**config.mk**
```make
export PLATFORM = sky130hd
export DESIGN_NAME = seq_comparator
export DESIGN_NICKNAME = d
export VERILOG_FILES = /design/src/rtl/seq_comparator_pkg.sv /design/src/rtl/seq_comparator_chunk.sv /design/src/rtl/seq_comparator.sv
export SDC_FILE = /design/constraint.sdc
export NUM_CORES = 1
export LEC_CHECK = 0
export ABC_AREA = 1
export BUFFER_PORTS_ARGS = -buffer_cell sky130_fd_sc_hd__buf_2
export CAP_MARGIN = 30
export CORE_MARGIN = 2
export CORE_UTILIZATION = 56
export DETAILED_ROUTE_END_ITERATION = 7
export PLACE_DENSITY = 0.82
export SETUP_SLACK_MARGIN = 0.1
export SYNTH_ARGS = -nofsm -noshare
export SYNTH_HDL_FRONTEND = slang
export SYNTH_SLANG_ARGS = --single-unit
```
**constraint.sdc**
```tcl
create_clock -name clk -period 3.6 [get_ports clk]
set_input_delay 0.72 -clock clk [delete_from_list [all_inputs] [get_ports clk]]
set_output_delay 0.72 -clock clk [all_outputs]
set_load 0.02 [all_outputs]
```
**src/rtl/seq_comparator_pkg.sv**
```systemverilog
// Shared types and sizing helpers for the sequential slice comparator.
// Used by seq_comparator (optional SEQ_COMPARATOR_EARLY_EXIT_EN build) and comparator_chunk.
package seq_comparator_pkg;

  typedef enum logic [1:0] {
    IDLE = 2'd0,
    RUN  = 2'd1,
    DONE = 2'd2
  } state_t;

  typedef enum logic [1:0] {
    SL_EQ = 2'b00,
    SL_LT = 2'b01,
    SL_GT = 2'b10
  } slice_res_t;

  function automatic int calc_nchunk(input int width, input int chunk);
    return width / chunk;
  endfunction

  // The slice index counter keeps at least one bit, even for a single slice.
  function automatic int calc_idx_w(input int nchunk);
    return (nchunk > 1) ? $clog2(nchunk) : 1;
  endfunction

endpackage

```
**src/rtl/seq_comparator_chunk.sv**
```systemverilog
// Combinational magnitude compare of one CHUNK-bit slice (unsigned).
// The sign handling is done upstream, so every slice compares plain binary.
module comparator_chunk
  import seq_comparator_pkg::*;
#(
  parameter int CHUNK = 3
) (
  input  logic [CHUNK-1:0] a,
  input  logic [CHUNK-1:0] b,
  output slice_res_t       res
);

  always_comb begin
    // NOTE: every branch assigns res, so no latch can be inferred.
    if (a > b) begin
      res = SL_GT;
    end else if (a < b) begin
      res = SL_LT;
    end else begin
      res = SL_EQ;
    end
  end

endmodule

```
**src/rtl/seq_comparator.sv**
```systemverilog
// Multi-cycle MSB-first magnitude comparator with l/e/g cascade and start/done handshake.
// Define SEQ_COMPARATOR_EARLY_EXIT_EN to finish at the first differing slice.
module seq_comparator
  import seq_comparator_pkg::*;
#(
  parameter int WIDTH  = 12,
  parameter int CHUNK  = 3,
  parameter bit SIGNED = 1'b0
) (
  input  logic             clk,
  input  logic             reset,
  input  logic             start,
  input  logic [WIDTH-1:0] A,
  input  logic [WIDTH-1:0] B,
  input  logic             l,
  input  logic             e,
  input  logic             g,
  output logic             lt,
  output logic             et,
  output logic             gt,
  output logic             busy,
  output logic             done
);

  localparam int NCHUNK = calc_nchunk(WIDTH, CHUNK);
  localparam int IDX_W  = calc_idx_w(NCHUNK);

  // Flipping the top bit of both operands turns two's complement into offset binary.
  localparam logic [WIDTH-1:0] SIGN_FLIP = SIGNED ? {1'b1, {(WIDTH-1){1'b0}}} : '0;

  state_t           state;
  logic [IDX_W-1:0] idx;
  logic [WIDTH-1:0] a_q;
  logic [WIDTH-1:0] b_q;
  logic [2:0]       cas_q;
  logic [CHUNK-1:0] a_sl;
  logic [CHUNK-1:0] b_sl;
  slice_res_t       sl_res;
  slice_res_t       final_res;
  logic             finish;
  logic             accept;

`ifndef SEQ_COMPARATOR_EARLY_EXIT_EN
  logic             decided;
  slice_res_t       first_res;
`endif

  assign accept = (state == IDLE) && start;
  assign busy   = (state == RUN);
  assign done   = (state == DONE);

  assign a_sl = a_q[idx*CHUNK +: CHUNK];
  assign b_sl = b_q[idx*CHUNK +: CHUNK];

  comparator_chunk #(
    .CHUNK (CHUNK)
  ) u_chunk (
    .a   (a_sl),
    .b   (b_sl),
    .res (sl_res)
  );

  always_comb begin
    final_res = sl_res;
`ifdef SEQ_COMPARATOR_EARLY_EXIT_EN
    finish = (sl_res != SL_EQ) || (idx == '0);
`else
    finish = (idx == '0);
    if (decided) begin
      final_res = first_res;
    end
`endif
  end

  // NOTE: operand and cascade holders have no reset; they are loaded on accept before any use.
  always_ff @(posedge clk) begin
    if (accept) begin
      a_q   <= A ^ SIGN_FLIP;
      b_q   <= B ^ SIGN_FLIP;
      cas_q <= {l, e, g};
    end
  end

  // NOTE: non-blocking assignments keep every flop sampling pre-edge values.
  always_ff @(posedge clk or posedge reset) begin
    if (reset) begin
      state <= IDLE;
      idx   <= '0;
      lt    <= 1'b0;
      et    <= 1'b0;
      gt    <= 1'b0;
`ifndef SEQ_COMPARATOR_EARLY_EXIT_EN
      decided   <= 1'b0;
      first_res <= SL_EQ;
`endif
    end else begin
      case (state)
        IDLE: begin
          if (start) begin
            state        <= RUN;
            idx          <= IDX_W'(NCHUNK - 1);
            {lt, et, gt} <= 3'b000;
`ifndef SEQ_COMPARATOR_EARLY_EXIT_EN
            decided      <= 1'b0;
`endif
          end
        end
        RUN: begin
`ifndef SEQ_COMPARATOR_EARLY_EXIT_EN
          // Only the most significant difference counts; later slices are ignored.
          if (!decided && sl_res != SL_EQ) begin
            decided   <= 1'b1;
            first_res <= sl_res;
          end
`endif
          if (finish) begin
            state <= DONE;
            case (final_res)
              SL_LT:   {lt, et, gt} <= 3'b100;
              SL_GT:   {lt, et, gt} <= 3'b001;
              default: {lt, et, gt} <= cas_q;
            endcase
          end else begin
            idx <= idx - 1'b1;
          end
        end
        DONE:    state <= IDLE;
        default: state <= IDLE;
      endcase
    end
  end

endmodule
```
==> metrics.txt <==
number of max-cap violations 0; Worst Path Required between 3 and 4 ns; P_leak between 0.8 and 0.9 nW; dpl hpwl between 2000 and 2500 um; Synth top area share around half; io pins 35; First DRT Iteration DRCs 35; crit end category register; Crit path largest cell delay approximately 0.56 ns; Max FO, Critical Path 15; ANT cells 0; die area approximately 3300 sq um; power per standard cell area between 900 and 1000 nW/um^2; Distinct cells, synth 20; worst vdd ir 717 uV; Fin Hold WS approximately 0.34 ns; crit path time final roughly 2.8 ns; worst-case reg-to-reg path depth 14; synthesized area 1570 sq um; post_cts resized 0; Post-DRT Antenna Nets 0; RSZ-0062 raised after global routing false; final hold violations 0; H-Tree Depth 2; CTS Buf Count 5; CP Class register to register; reg2reg start idx[0]$_DFFE_PP0P_; CTS Buffer Depth 2; initial antenna violation count 0; die height between 50 and 60 um; Fin Setup TNS 0 ns; Total GRT Usage around a fifth; DR pass1 iterations 4; Slew headroom between 70% and 80%; synthesized area per cell 11.8 sq um; Clock Latency Late Sink 0.35 ns; transition time of the tightest slew-check pin 0.422 ns; cells after synthesis between 100 and 150; Synth area leaders edfxtp_1 (52%), dfrtp_1 (16%), o21ai_0 (5.7%); global placement routability congestion ~0.8; leading area contributor after synthesis edfxtp_1; CP delay by family, top compound AO/OA/AOI/OAI gates; Max Fclk between 0.3 and 0.4 GHz; placement row count 19; CTS root buffer clkbuf_4; Ys Warns 0; syn nets approximately 170; critical path, cell by cell inv_2 -> o21ai_0 -> o22ai_1 -> ha_1 -> a21oi_1 -> nand2_1 -> o21ai_1 -> inv_1 -> ha_1 -> inv_1 -> nor2_1 -> nor2_1 -> o21ai_0 -> a21oi_1; outcome finished clean; WL/cell ~14 um; Crit path arrival time between 3 and 4 ns; share of cells above drive strength 1 around 30%; Pwr Total between 1.5 and 2 mW; via/cell ratio between 5 and 6; Final Max Tran Viols 0; Final Setup Violations 0; final wirelength ~2800 um; vias in the first global route about 1100; Post-route DRC 0; clock-pin slew of the registers on the worst-case setup and hold paths roughly 0.11 ns; Hold Crit Class input port to async pin; die width ~57 um; setup slack, reg-to-reg between 0.7 and 0.8 ns; CTS sink count 37; Post-CTS Setup Inserts 0; Startpoint Class register; GRT overflow 0; Buffers on Ports 34; initial core utilization just under 60%; fin util a little over two thirds; Final period util 79.1%; hold buffers post-CTS 0; Core ar. roughly 2700 sq um; register area share after synthesis around two thirds; first-pass GRT wire length around 4700 um; largest net degree at the start of global routing 29; Layout Nets 209; vias post-DR approximately 1100; Area Overhead vs Synth 20.0%; FF+latch count, synth 37; TritonCTS clock tree yes; R2R Path End gt$_DFFE_PP0P_; clk_skew about 0.009 ns; buffers and inverters on the worst path 3; Crit-path slowest cell dfrtp_1
==> power by group <==
| group | switching (mW) | leakage, nW | internal, mW |
|---|---|---|---|
| clock network | 0.136 | 0.0445 | 0.165 |
| logic | 0.517 | 0.414 | 0.307 |
| registers | 0.0761 | 0.371 | 0.600 |
| total | 0.728 | 0.830 | 1.07 |
==> state kept, by name (all words and copies together) (netlist names) <==
register	count
lt	1
et	1
idx	2
first_res	2
cas_q	3
decided	1
a_q	12
b_q	12
state	2
gt	1
==> kinds of logic after synthesis <==
group	after synthesis	share of synthesized area (%)
flops	37	67.4
simple gates	41	11.5
buf+inv	16	4.29
fa+ha+maj	6	4.77
compound gates	33	12.0
==> final cells by class <==
cell class                 instances  area (sq um)
multi-input combinational         80           445
clock buffer                       6          51.3
sequential                        37          1060
clock inverter                     2          37.5
fill                             211           821
timing repair buffer              35           198
inverter                          14          57.6
tap                               31          38.8
==> synthesized netlist by cell type <==
master,count
edfxtp_1,27
nor2_1,21
o21ai_0,18
nand2_1,11
dfrtp_1,10
inv_1,10
ha_1,6
a21oi_1,4
nand3_1,4
inv_2,3
nand2_2,3
o22a_1,3
o22ai_1,3
buf_2,2
nand2_4,2
o21ai_1,2
clkinv_4,1
o21a_1,1
o21ai_2,1
o21bai_1,1
==> layer usage <==
metal	share of wire (%)	vias up	global-route usage, %
li1	-	545	-
met1	38	505	21.9
met2	52	43	33.8
met3	6.4	9	7.94
met4	3.0	0	9.63
met5	0	-	0
==> placed cells by master, fill, tap and decap left out, types with 4 or more instances in the layout <==
cell / instances
dfrtp_1: 10
clkbuf_4: 5
inv_1: 10
buf_2: 34
ha_1: 6
a21oi_1: 4
nand3_1: 4
o21ai_0: 18
edfxtp_1: 27
nand2_1: 11
nor2_1: 21
==> per-stage QoR <==
step	cell area [sq um]	setup slack, ns	std cells
3_3_place_gp	1770	1.07	196
6_report	1890	0.753	205
2_1_floorplan	1570	1.29	133
5_1_grt	1890	0.447	205
3_5_place_dp	1770	0.843	196
4_1_cts	1860	0.809	204
==> how the worst max path moves through the flow <==
stage                                  start              to  cells past startpoint
after floorplan           idx[0]$_DFFE_PP0P_  lt$_DFFE_PP0P_                     15
after global placement    idx[0]$_DFFE_PP0P_  gt$_DFFE_PP0P_                     14
after detailed placement  idx[0]$_DFFE_PP0P_  gt$_DFFE_PP0P_                     14
after CTS                 idx[0]$_DFFE_PP0P_  gt$_DFFE_PP0P_                     14
after global routing      idx[0]$_DFFE_PP0P_  gt$_DFFE_PP0P_                     14
final                     idx[0]$_DFFE_PP0P_  gt$_DFFE_PP0P_                     14
Power figures use the tool's default switching activity.
